**src/rtl/noc_fifo_pkg.sv**
```systemverilog
// Shared types and field positions for the virtual-channel flit FIFO.
// The head-address field is the low nibble of each flit.
package noc_fifo_pkg;
  localparam int FLIT_WIDTH = 18;
  localparam int MAX_VC     = 4;
  localparam int VC_ID_W    = $clog2(MAX_VC);
  localparam int ADDR_LSB   = 0;
  localparam int ADDR_MSB   = 3;
  localparam int ADDR_W     = ADDR_MSB - ADDR_LSB + 1;

  typedef logic [VC_ID_W-1:0]    vc_id_t;
  typedef logic [FLIT_WIDTH-1:0] flit_t;
endpackage

```
**src/rtl/vc_fifo_bank.sv**
```systemverilog
// One VC's circular flit store: head flit visible combinationally, count updated the edge after push/pop.
// No internal backpressure; the parent only issues push when not full and pop when not empty.
module vc_fifo_bank
  import noc_fifo_pkg::*;
#(
  parameter int  DATA_WIDTH = FLIT_WIDTH,
  parameter int  VC_DEPTH   = 8,
  localparam int PTR_W      = $clog2(VC_DEPTH),
  localparam int CNT_W      = $clog2(VC_DEPTH + 1)
) (
  input  logic                  clk,
  input  logic                  rst,
  input  logic                  push,
  input  logic                  pop,
  input  logic [DATA_WIDTH-1:0] wr_data,
  output logic [DATA_WIDTH-1:0] head_data,
  output logic [ADDR_W-1:0]     head_addr,
  output logic [CNT_W-1:0]      count
);

  logic [DATA_WIDTH-1:0] mem [VC_DEPTH];
  logic [PTR_W-1:0]      wr_ptr;
  logic [PTR_W-1:0]      rd_ptr;

  // Storage is deliberately left out of reset; nothing reads it while empty.
  always_ff @(posedge clk) begin
    if (push) mem[wr_ptr] <= wr_data;
  end

  always_ff @(posedge clk) begin
    if (!rst) begin
      wr_ptr <= '0;
      rd_ptr <= '0;
      count  <= '0;
    end else begin
      if (push) wr_ptr <= wr_ptr + 1'b1;
      if (pop)  rd_ptr <= rd_ptr + 1'b1;
      case ({push, pop})
        2'b10:   count <= count + 1'b1;
        2'b01:   count <= count - 1'b1;
        default: count <= count;
      endcase
    end
  end

  assign head_data = mem[rd_ptr];
  assign head_addr = (count == '0) ? '0 : head_data[ADDR_MSB:ADDR_LSB];

endmodule

```
**src/rtl/vc_fifo.sv**
```systemverilog
// Multi-VC flit FIFO: write/read accepted on pre-edge status, rd_data/rd_valid/credit one cycle after a pop.
// Writes to a full VC and reads from an empty VC are dropped and latched as sticky ovf_err/udf_err.
module vc_fifo
  import noc_fifo_pkg::*;
#(
  parameter int  DATA_WIDTH = FLIT_WIDTH,
  parameter int  NUM_VC     = MAX_VC,
  parameter int  VC_DEPTH   = 8,
  parameter int  AF_LEVEL   = VC_DEPTH - 2,
  localparam int VC_W       = $clog2(NUM_VC),
  localparam int CNT_W      = $clog2(VC_DEPTH + 1)
) (
  input  logic                      clk,
  input  logic                      rst,
  input  logic                      wr_en,
  input  logic [VC_W-1:0]           wr_vc,
  input  logic [DATA_WIDTH-1:0]     wr_data,
  input  logic                      rd_en,
  input  logic [VC_W-1:0]           rd_vc,
  output logic [DATA_WIDTH-1:0]     rd_data,
  output logic                      rd_valid,
  output logic [NUM_VC-1:0]         full,
  output logic [NUM_VC-1:0]         empty,
  output logic [NUM_VC-1:0]         almost_full,
  output logic [NUM_VC*CNT_W-1:0]   count,
  output logic [NUM_VC*ADDR_W-1:0]  head_addr,
  output logic [NUM_VC-1:0]         credit,
  output logic                      ovf_err,
  output logic                      udf_err
);

  logic [NUM_VC-1:0]     push;
  logic [NUM_VC-1:0]     pop;
  logic [DATA_WIDTH-1:0] head_data [NUM_VC];
  logic [CNT_W-1:0]      cnt       [NUM_VC];
  logic [DATA_WIDTH-1:0] rd_sel;

  for (genvar v = 0; v < NUM_VC; v++) begin : g_vc
    vc_fifo_bank #(
      .DATA_WIDTH (DATA_WIDTH),
      .VC_DEPTH   (VC_DEPTH)
    ) u_bank (
      .clk       (clk),
      .rst       (rst),
      .push      (push[v]),
      .pop       (pop[v]),
      .wr_data   (wr_data),
      .head_data (head_data[v]),
      .head_addr (head_addr[v*ADDR_W +: ADDR_W]),
      .count     (cnt[v])
    );

    assign count[v*CNT_W +: CNT_W] = cnt[v];
    assign full[v]        = (cnt[v] == CNT_W'(VC_DEPTH));
    assign empty[v]       = (cnt[v] == '0);
    assign almost_full[v] = (cnt[v] >= CNT_W'(AF_LEVEL));
  end

  // An out-of-range VC index matches no bank, so it is rejected like full/empty.
  always_comb begin
    push   = '0;
    pop    = '0;
    rd_sel = '0;
    for (int v = 0; v < NUM_VC; v++) begin
      if (wr_en && (wr_vc == VC_W'(v)) && !full[v]) push[v] = 1'b1;
      if (rd_en && (rd_vc == VC_W'(v)) && !empty[v]) begin
        pop[v] = 1'b1;
        rd_sel = head_data[v];
      end
    end
  end

  always_ff @(posedge clk) begin
    if (!rst) begin
      rd_data  <= '0;
      rd_valid <= 1'b0;
      credit   <= '0;
      ovf_err  <= 1'b0;
      udf_err  <= 1'b0;
    end else begin
      rd_valid <= |pop;
      credit   <= pop;
      if (|pop)              rd_data <= rd_sel;
      if (wr_en && !(|push)) ovf_err <= 1'b1;
      if (rd_en && !(|pop))  udf_err <= 1'b1;
    end
  end

endmodule

```
**config.mk**
```make
export PLATFORM = sky130hd
export DESIGN_NAME = vc_fifo
export DESIGN_NICKNAME = d
export VERILOG_FILES = /design/src/rtl/noc_fifo_pkg.sv /design/src/rtl/vc_fifo_bank.sv /design/src/rtl/vc_fifo.sv
export SDC_FILE = /design/constraint.sdc
export NUM_CORES = 1
export LEC_CHECK = 0
export CORE_ASPECT_RATIO = 0.75
export CORE_MARGIN = 4
export CORE_UTILIZATION = 40
export DETAILED_ROUTE_END_ITERATION = 10
export PLACE_DENSITY = 0.67
export SYNTH_ARGS = -nofsm -noshare
export SYNTH_HDL_FRONTEND = slang
export SYNTH_HIERARCHICAL = 1
export SYNTH_SLANG_ARGS = --single-unit
```
**constraint.sdc**
```tcl
create_clock -name clk -period 4.6 [get_ports clk]
set_input_delay 0.92 -clock clk [delete_from_list [all_inputs] [get_ports clk]]
set_output_delay 0.92 -clock clk [all_outputs]
set_load 0.02 [all_outputs]
```
==> results of run 1 <==
[power groups by stage]
stage | Sequential, mW | Clock, mW | Combinational [mW]
after floorplan | 6.63 | 0 | 0.205
after global placement | 6.64 | 0 | 0.443
after detailed placement | 6.64 | 0 | 0.455
after CTS | 6.51 | 5.02 | 0.456
after global routing | 6.51 | 5.28 | 0.484
final | 6.51 | 4.91 | 0.456
[worst paths after layout]
kind              cells after the start                     from       endpoint
setup reg to reg                      5  g_vc[1].u_bank/count[1]     rd_data[1]
setup / recovery                      5                flip-flop  head_addr[15]
hold reg to reg                       2                  udf_err        udf_err
hold / removal                        2                  udf_err        udf_err
[cells by family (layout without fill, tap and decap cells)]
| kind of cell | Yosys count | after routing | share of synthesized area |
|---|---|---|---|
| AO/OA/AOI/OAI | 95 | 95 | 0.0300 |
| other | 0 | 2 | 0 |
| buffers and inverters | 98 | 320 | 0.0192 |
| XOR/XNOR | 24 | 24 | 0.00806 |
| AND/OR/NAND/NOR | 190 | 190 | 0.0436 |
| adder cells (fa/ha/maj) | 20 | 20 | 0.00959 |
| flip-flops | 653 | 653 | 0.722 |
| multiplexers | 232 | 232 | 0.167 |
[final cells by class]
class                      count  area, um2
antenna                        2       5.00
clock buffer                  80       1660
clock inverter                34        293
fill                        5312      33700
inverter                      27        101
multi-input combinational    561       6830
sequential                   653      18800
tap                          861       1080
timing repair buffer         179       1570
[routing by layer]
layer,vias up,share of wire
li1,5752,-
met1,7039,0.45
met2,546,0.43
met3,78,0.098
met4,2,0.020
met5,-,0.00011
[registers in the layout (all words and copies together) (netlist names), named ones only]
register,cells
udf_err,1
g_vc.u_bank/mem,576
g_vc.u_bank/rd_ptr,12
credit,4
g_vc.u_bank/wr_ptr,12
g_vc.u_bank/count,16
rd_valid,1
ovf_err,1
rd_data,18
[cells in the mapped netlist, types with 2 or more instances]
cell type	n
mux2_2	72
a21oi_1	5
xnor2_1	12
o41a_1	16
a2111oi_0	13
nor4b_1	21
a221oi_1	5
nor4_1	2
a21boi_0	8
xor2_1	12
nor3b_1	14
nand2_1	29
buf_2	24
mux2i_1	16
o21ai_0	11
nand2b_1	17
nor3_1	10
or3_1	5
buf_6	5
o31ai_1	4
nor2_1	37
dfxtp_1	77
inv_1	27
nor4_4	2
edfxtp_1	576
buf_12	4
nor4bb_1	3
ha_1	20
a21o_1	4
nor2b_1	18
clkbuf_1	38
mux4_2	104
o22ai_1	5
or2_2	2
mux4_1	40
o32ai_1	19
and2_1	25
[through the flow]
| step | cells | setup WS (ns) | utilization | hold WS, ns |
|---|---|---|---|---|
| global route | 2395 | 0.363 | 0.474 | 0.498 |
| detailed placement | 2281 | 0.786 | 0.444 | 0.461 |
| floorplan | 1312 | 1.03 | - | 0.469 |
| finish | 2397 | 0.519 | 0.474 | 0.476 |
| global placement | 2281 | 0.879 | 0.444 | 0.446 |
| CTS | 2395 | 0.437 | 0.474 | 0.472 |
[worst max-delay path, cell delays in order, from the launching register on]
cell and delay (ns):
dfxtp_2 0.60, buf_4 0.39, mux4_2 0.54, mux2_2 0.31
o41a_1 0.13, clkdlybuf4s50_1 0.55
==> flow_metrics.env, run 1 <==
export IMPL_status="finished, final reports clean"
export IMPL_final_cell_mix="576 x edfxtp_1, 104 x mux4_2, 93 x clkdlybuf4s50_1"
export IMPL_final_common_cell="edfxtp_1"
export IMPL_io_pins=95
export IMPL_top_usage_layer="met1"
export IMPL_vias_per_cell=5.60
export IMPL_grt_pass1_wl_um=89900
export IMPL_holdBufCountCts=0
export IMPL_ys_ff_latch=653
export IMPL_rsz0062_at_grt="no"
export IMPL_netlist_area_um2=26100
export IMPL_synth_seq_area_share=0.722
export IMPL_area_growth_syn_to_layout_pct=16.5
export IMPL_dr_total_vias=13400
export IMPL_fmax_mhz=245
export IMPL_finalSetupTns_ns=0
export IMPL_clock_sinks=653
export IMPL_finalHoldViolCount=0
export IMPL_fin_crit_sh=0.887
export IMPL_powerDensity_nw_per_um2=391
export IMPL_coreArea_um2=64100
export IMPL_use_met3=0.0443
export IMPL_p_total_mw=11.9
export IMPL_route_detailed_drc=0
export IMPL_placed_cell_area_um2=28400
export IMPL_grt_max_degree=57
export IMPL_yosys_top_cells_area="edfxtp_1 66%, mux4_2 9.0%, dfxtp_1 5.9%, mux4_1 4.0%, mux2_2 3.1%"
export IMPL_port_buffers=94
export IMPL_rrSetupSlack_ns=1.03
export IMPL_sw_frac_of_total=0.208
export IMPL_worst_setup_path_start_kind="flip-flop"
export IMPL_ant_nets=0
export IMPL_wire_per_inst_um=25.7
export IMPL_clock_latency_ns=0.64
export IMPL_synth_distinct_cells=47
export IMPL_maxCapViolCount=0
export IMPL_dp_hpwl_um=38900
export IMPL_tightest_slew_ns=1.41
export IMPL_yosysWarnings=6
export IMPL_place_congestion=0.909
export IMPL_cts_setup_buffers=0
export IMPL_cts_made_buffers=61
export IMPL_die_w_um=303
export IMPL_grt_pass1_vias=13200
export IMPL_ys_async_sr_fraction=0
export IMPL_overflow=0
export IMPL_yosys_area_top_type="edfxtp_1"
export IMPL_fin_area_um2=30400
export IMPL_drv_slew=0
export IMPL_grtUsageMet1=0.274
export IMPL_switchingPower_mw=2.47
export IMPL_nets=1529
export IMPL_leakage_nw=9.54
export IMPL_start_util=0.407
export IMPL_dieArea_um2=69400
export IMPL_synth_main_ff_cell="edfxtp_1"
export IMPL_syn_nets=1358
export IMPL_antenna_found_initial=4
export IMPL_cts_resized=0
export IMPL_cts_root_buf="clkbuf_16"
export IMPL_cp_arrival_ns=3.16
export IMPL_internal_power_mw=9.41
export IMPL_hold_path_class="reg2reg"
export IMPL_syn_avg_cell_area_um2=19.9
export IMPL_cts_max_level=2
export IMPL_synth_top_area_frac=0.663
export IMPL_drt_iter0_drc=1535
export IMPL_seqPwrFrac=0.548
export IMPL_firstDrtPassIters=5
export IMPL_min_period_ns=4.08
export IMPL_synthCells=1312
export IMPL_ir_drop_mv=0.268
export IMPL_grt_usage=0.176
export IMPL_pwr_share_clk=0.413
export IMPL_cts_tree="built"
export IMPL_maxSlewHeadroom=0.0583
export IMPL_ctsLongestPathBuffers=3
export IMPL_setup_violations=0
export IMPL_wl_um=61600
export IMPL_drive_gt1_frac=0.252
export IMPL_path_max_fanout=15
export IMPL_path_clk_slew_ns=0.07
export IMPL_fp_row_count=80
export IMPL_critical_path_class="reg2out"
export IMPL_crit_path_end_kind="output pin"
export IMPL_synth_edff_count=576
export IMPL_grtUsageMet2=0.250
export IMPL_skew_ns=0.0289
export IMPL_pwr_share_comb=0.038
export IMPL_required_ns=3.68
export IMPL_die_h_um=229
No activity file was read; power rests on OpenSTA's default activity.
==> inputs of run 2 (changes only) <==
Settings changed: SKIP_LAST_GASP set to 1.
Clock period 4.6 ns to 4.2 ns, I/O delays scaled along.
==> run 2 against run 1 <==
  * Setup slack got worse by 0.27 ns
  * Clock skew rose by 0.0035 ns
  * Register-to-register slack got worse by 0.22 ns
  * Total power rose by 7.3%
  * Cell count rose by 0.17%
  * Combinational power rose by 11%
  * Routed wire length rose by 1.5%
  * Final area fell by 0.26%
==> flow_metrics.env, run 2 (synthesis results as in run 1) <==
export IMPL_final_common_cell="edfxtp_1"
export IMPL_cpPeakStageDelay_ns=0.75
export IMPL_finalSetupTns_ns=0
export IMPL_top_register="g_vc.u_bank/mem"
export IMPL_ir_drop_mv=0.273
export IMPL_path_cells="mux4_1 > mux2_2 > o41a_1 > clkdlybuf4s50_1"
export IMPL_leakage_nw=9.51
export IMPL_maxCapViolCount=0
export IMPL_maxSlewHeadroom=0.112
export IMPL_finalHoldViolCount=0
export IMPL_dieArea_um2=69400
export IMPL_cts_root_buf="clkbuf_16"
export IMPL_dr_total_vias=13600
export IMPL_largestRegisters="g_vc.u_bank/mem x576, rd_data x18, g_vc.u_bank/count x16"
export IMPL_die_w_um=303
export IMPL_hold_path_class="reg2reg"
export IMPL_cts_resized=0
export IMPL_area_growth_syn_to_layout_pct=16.2
export IMPL_cp_top_family="multiplexers"
export IMPL_status="finished, final reports clean"
export IMPL_rsz0062_at_grt="no"
export IMPL_worst_path_buf_inv=1
export IMPL_n_fill_cell=5267
export IMPL_instances_no_fill=2401
export IMPL_wl_met1_um=28500
export IMPL_cp_arrival_ns=3.11
export IMPL_die_h_um=229
export IMPL_fmax_mhz=253
export IMPL_grt_usage=0.179
export IMPL_clock_sinks=653
export IMPL_seq_area_um2=18800
export IMPL_fin_crit_sh=0.942
export IMPL_ctsLongestPathBuffers=3
export IMPL_largest_register_ffs=576
export IMPL_critical_path_class="reg2out"
export IMPL_wire_per_inst_um=26.0
export IMPL_cts_tree="built"
export IMPL_path_clk_slew_ns=0.07
export IMPL_top_layer_used="met4"
export IMPL_firstDrtPassIters=5
export IMPL_ant_nets=0
export IMPL_cts_made_buffers=59
export IMPL_cpMaxStageDelayCell="dfxtp_2"
export IMPL_dp_hpwl_um=39700
export IMPL_crit_path_end_kind="output pin"
export IMPL_wl_um=62500
export IMPL_clock_latency_ns=0.63
export IMPL_wl_met2_um=26900
export IMPL_grt_pass1_wl_um=91100
export IMPL_min_period_ns=3.95
export IMPL_powerDensity_nw_per_um2=421
export IMPL_io_pins=95
export IMPL_fp_row_count=80
export IMPL_cts_max_level=2
export IMPL_wl_met3_um=6230
export IMPL_placed_cell_area_um2=28500
export IMPL_setup_violations=0
export IMPL_port_buffers=94
export IMPL_overflow=0
export IMPL_grt_max_degree=33
export IMPL_required_ns=3.36
export IMPL_grt_pass1_vias=13200
export IMPL_place_congestion=0.960
export IMPL_start_util=0.407
export IMPL_final_cell_mix="576 x edfxtp_1, 104 x mux4_2, 95 x buf_4"
export IMPL_path_max_fanout=19
export IMPL_nets=1537
export IMPL_route_detailed_drc=0
export IMPL_multi_input_area_um2=6820
export IMPL_drt_iter0_drc=1498
export IMPL_holdCritStartpoint="rd_data[1]"
export IMPL_r2r_start="g_vc[1].u_bank/count[3]"
export IMPL_worst_setup_path_start_kind="flip-flop"
export IMPL_drv_slew=0
export IMPL_placed_cells=2291
export IMPL_fin_area_um2=30300
export IMPL_skew_ns=0.0324
export IMPL_coreArea_um2=64100
export IMPL_vias_per_cell=5.65
export IMPL_drive_gt1_frac=0.255
export IMPL_antenna_found_initial=4
export IMPL_cts_setup_buffers=0
export IMPL_holdBufCountCts=0
export IMPL_tightest_slew_ns=1.33
-- run 2: changes by cell type in the layout (fill, tap and decap cells not counted), sizes merged --
cell / previous run / this run
buf: 86 / 96
bufinv: 4 / 2
clkbuf: 80 / 76
clkinv: 25 / 22
clkinvlp: 3 / 6
diode: 2 / 1
inv: 29 / 30
-- run 2: tightest hold or removal path, stage by stage (launching register included) --
cell and delay (ns):
dfxtp_1 0.32, inv_1 0.05, o32ai_1 0.05
-- run 2: final cells by class --
type	instances	area share
Timing Repair Buffer	189	0.0544
Clock inverter	33	0.00780
Multi-Input combinational cell	561	0.225
Antenna cell	1	0.0000826
Sequential cell	653	0.622
Clock buffer	76	0.0518
Inverter	27	0.00334
Tap cell	861	0.0356
-- run 2: where the power goes --
| group | internal (mW) | switching, mW |
|---|---|---|
| Sequential | 7.10 | 0.0381 |
| Clock | 2.77 | 2.35 |
| Combinational | 0.194 | 0.310 |
| Total | 10.1 | 2.69 |
-- run 2: final timing paths --
kind              depth (start not counted)  slack [ns]                 endpoint
setup / recovery                          4        0.25             head_addr[4]
hold / removal                            2        0.46               rd_data[1]
setup reg to reg                         12        0.81  g_vc[1].u_bank/count[2]
hold reg to reg                           2        0.46               rd_data[1]
-- run 2: stage by stage --
stage                     setup slack [ns]  total power [mW]  hold slack [ns]   util
after floorplan                      0.674              7.49            0.469      -
after global placement               0.442              7.75            0.455  0.445
after detailed placement             0.366              7.77            0.457  0.445
after CTS                            0.171              12.8            0.466  0.473
after global routing                0.0854              13.2            0.498  0.473
final                                0.245              12.7            0.462  0.473
-- run 2: metal layers --
| metal | GRT usage | up-vias |
|---|---|---|
| li1 | - | 5761 |
| met3 | 0.0475 | 64 |
| met5 | 0 | - |
| met4 | 0.0340 | 0 |
| met1 | 0.279 | 7169 |
| met2 | 0.253 | 566 |
==> inputs of run 3 (changes only) <==
Settings changed: CORE_UTILIZATION 40 to 61, PLACE_DENSITY 0.67 to 0.91.
==> run 3 against run 2 <==
  * Global-route usage rose by 10 points
  * Sequential cell count did not move
  * Sequential power barely moved
  * Register-to-register slack got worse by 0.11 ns
  * Routed wire length rose by 2.2%
  * First-iteration DRC count rose by 69%
  * Total power fell by 1.1%
  * Hold slack improved by 0.0049 ns
  * Critical path depth did not move
  * Die area fell by 33%
  * Clock power fell by 3%
  * Largest cell class unchanged
  * Largest power group unchanged
==> flow_metrics.env, run 3 (synthesis results as in run 1) <==
export IMPL_setup_violations=0
export IMPL_coreArea_um2=42100
export IMPL_hold_ws_ns=0.467
export IMPL_cts_resized=0
export IMPL_worst_setup_path_start_kind="flip-flop"
export IMPL_leakage_nw=9.41
export IMPL_start_util=0.619
export IMPL_finalHoldViolCount=0
export IMPL_ctsLongestPathBuffers=3
export IMPL_maxCapViolCount=0
export IMPL_overflow=0
export IMPL_vias_per_cell=6.71
export IMPL_final_common_cell="edfxtp_1"
export IMPL_seq_area_um2=18800
export IMPL_cts_tree="built"
export IMPL_path_clk_slew_ns=0.06
export IMPL_tightest_slew_ns=1.41
export IMPL_cp_endpoint="head_addr[9]"
export IMPL_antenna_found_initial=3
export IMPL_largest_register_ffs=576
export IMPL_largestRegisters="g_vc.u_bank/mem x576, rd_data x18, g_vc.u_bank/count x16"
export IMPL_pwr_share_comb=0.040
export IMPL_p_total_mw=12.6
export IMPL_path_max_fanout=18
export IMPL_internal_power_mw=10.0
export IMPL_switchingPower_mw=2.57
export IMPL_hold_path_class="reg2reg"
export IMPL_drive_gt1_frac=0.234
export IMPL_ant_nets=0
export IMPL_grt_max_degree=57
export IMPL_cts_setup_buffers=0
export IMPL_reg2reg_to="g_vc[1].u_bank/count[2]"
export IMPL_drv_slew=0
export IMPL_cpPeakStageDelay_ns=0.96
export IMPL_cts_made_buffers=56
export IMPL_holdBufCountCts=0
export IMPL_path_cells="mux4_1 > mux2_2 > o41a_1 > clkdlybuf4s50_1"
export IMPL_die_w_um=247
export IMPL_grt_pass1_wl_um=94100
export IMPL_cp_arrival_ns=3.07
export IMPL_place_congestion=0.911
export IMPL_r2r_start="g_vc[1].u_bank/count[3]"
export IMPL_area_growth_syn_to_layout_pct=14.0
export IMPL_n_fill_cell=2416
export IMPL_crit_path_end_kind="output pin"
export IMPL_wl_um=63800
export IMPL_ir_drop_mv=0.359
export IMPL_seqPwrFrac=0.566
export IMPL_rrSetupSlack_ns=0.70
export IMPL_critical_path_class="reg2out"
export IMPL_top_register="g_vc.u_bank/mem"
export IMPL_dp_hpwl_um=39200
export IMPL_status="finished, final reports clean"
export IMPL_nets=1519
export IMPL_finalSetupTns_ns=0
export IMPL_drt_iter0_drc=2535
export IMPL_grt_usage=0.280
export IMPL_grt_pass1_vias=14200
export IMPL_reg2regPathDepth=12
export IMPL_fp_row_count=65
export IMPL_multi_input_area_um2=6790
export IMPL_io_pins=95
export IMPL_wire_per_inst_um=30.6
export IMPL_cpMaxStageDelayCell="dfxtp_1"
export IMPL_cts_max_level=2
export IMPL_required_ns=3.36
export IMPL_fin_crit_sh=0.930
export IMPL_port_buffers=94
export IMPL_maxSlewHeadroom=0.0566
export IMPL_dieArea_um2=46200
export IMPL_powerDensity_nw_per_um2=424
export IMPL_pwr_share_clk=0.394
export IMPL_dr_total_vias=14000
export IMPL_final_cell_mix="576 x edfxtp_1, 104 x mux4_2, 90 x clkdlybuf4s50_1"
export IMPL_rsz0062_at_grt="no"
export IMPL_die_h_um=187
export IMPL_firstDrtPassIters=6
export IMPL_min_period_ns=3.91
export IMPL_cts_root_buf="clkbuf_16"
export IMPL_fmax_mhz=256
export IMPL_skew_ns=0.0226
export IMPL_sw_frac_of_total=0.204
export IMPL_route_detailed_drc=0
export IMPL_clock_sinks=653
export IMPL_clock_latency_ns=0.60
## run 3: cell types whose count changed in the layout (fill, tap and decap cells not counted), sizes merged
cell / change
clkinvlp: -4
bufinv: +1
clkdlybuf4s50: -3
clkinv: -11
clkbuf: +6
inv: -1
buf: -12
## run 3: through the flow
| step | instances | setup slack, ns | util | cell area (um2) |
|---|---|---|---|---|
| 2_1_floorplan | 1312 | 0.674 | - | 26100 |
| 3_3_place_gp | 1984 | 0.583 | 0.665 | 28000 |
| 3_5_place_dp | 1984 | 0.412 | 0.665 | 28000 |
| 4_1_cts | 2084 | 0.261 | 0.706 | 29700 |
| 5_1_grt | 2084 | 0.178 | 0.706 | 29700 |
| 6_report | 2085 | 0.292 | 0.706 | 29700 |
## run 3: routing by layer
layer,up-vias,track usage,wire length [um]
li1,5708,-,-
met1,7090,0.397,23000
met2,974,0.431,29900
met3,209,0.0711,8180
met4,4,0.0957,2600
met5,-,0.0179,131
## run 3: worst max-delay path: cells and delay by family, from the launching register on
kind	cells	cell delay, ns
compound gates	1	0.14
buf+inv	1	0.54
flops	1	0.96
mux	2	0.82
## run 3: worst min-delay path by stage
| stage | startpoint | to | cells past startpoint |
|---|---|---|---|
| 2_1_floorplan | g_vc[0].u_bank/wr_ptr[0] | g_vc[0].u_bank/wr_ptr[0] | 2 |
| 3_3_place_gp | ovf_err | ovf_err | 1 |
| 3_5_place_dp | ovf_err | ovf_err | 1 |
| 4_1_cts | ovf_err | ovf_err | 1 |
| 5_1_grt | rd_data[1] | rd_data[1] | 2 |
| 6_report | ovf_err | ovf_err | 1 |
## run 3: power by group through the flow
stage               logic (mW)  registers, mW  clock network (mW)
global placement         0.461           7.27                   0
global route             0.523           7.14                5.31
CTS                      0.493           7.14                5.02
detailed placement       0.485           7.28                   0
floorplan                0.224           7.27                   0
finish                   0.501           7.14                4.97
## run 3: layout make-up
cell class	count	share of cell area
repair buffers	174	0.0520
inverters	27	0.00341
clock buffers	82	0.0525
flip-flops and latches	653	0.634
clock inverters	18	0.00577
multi-input cells	561	0.228
diodes	1	0.0000842
well taps	569	0.0240
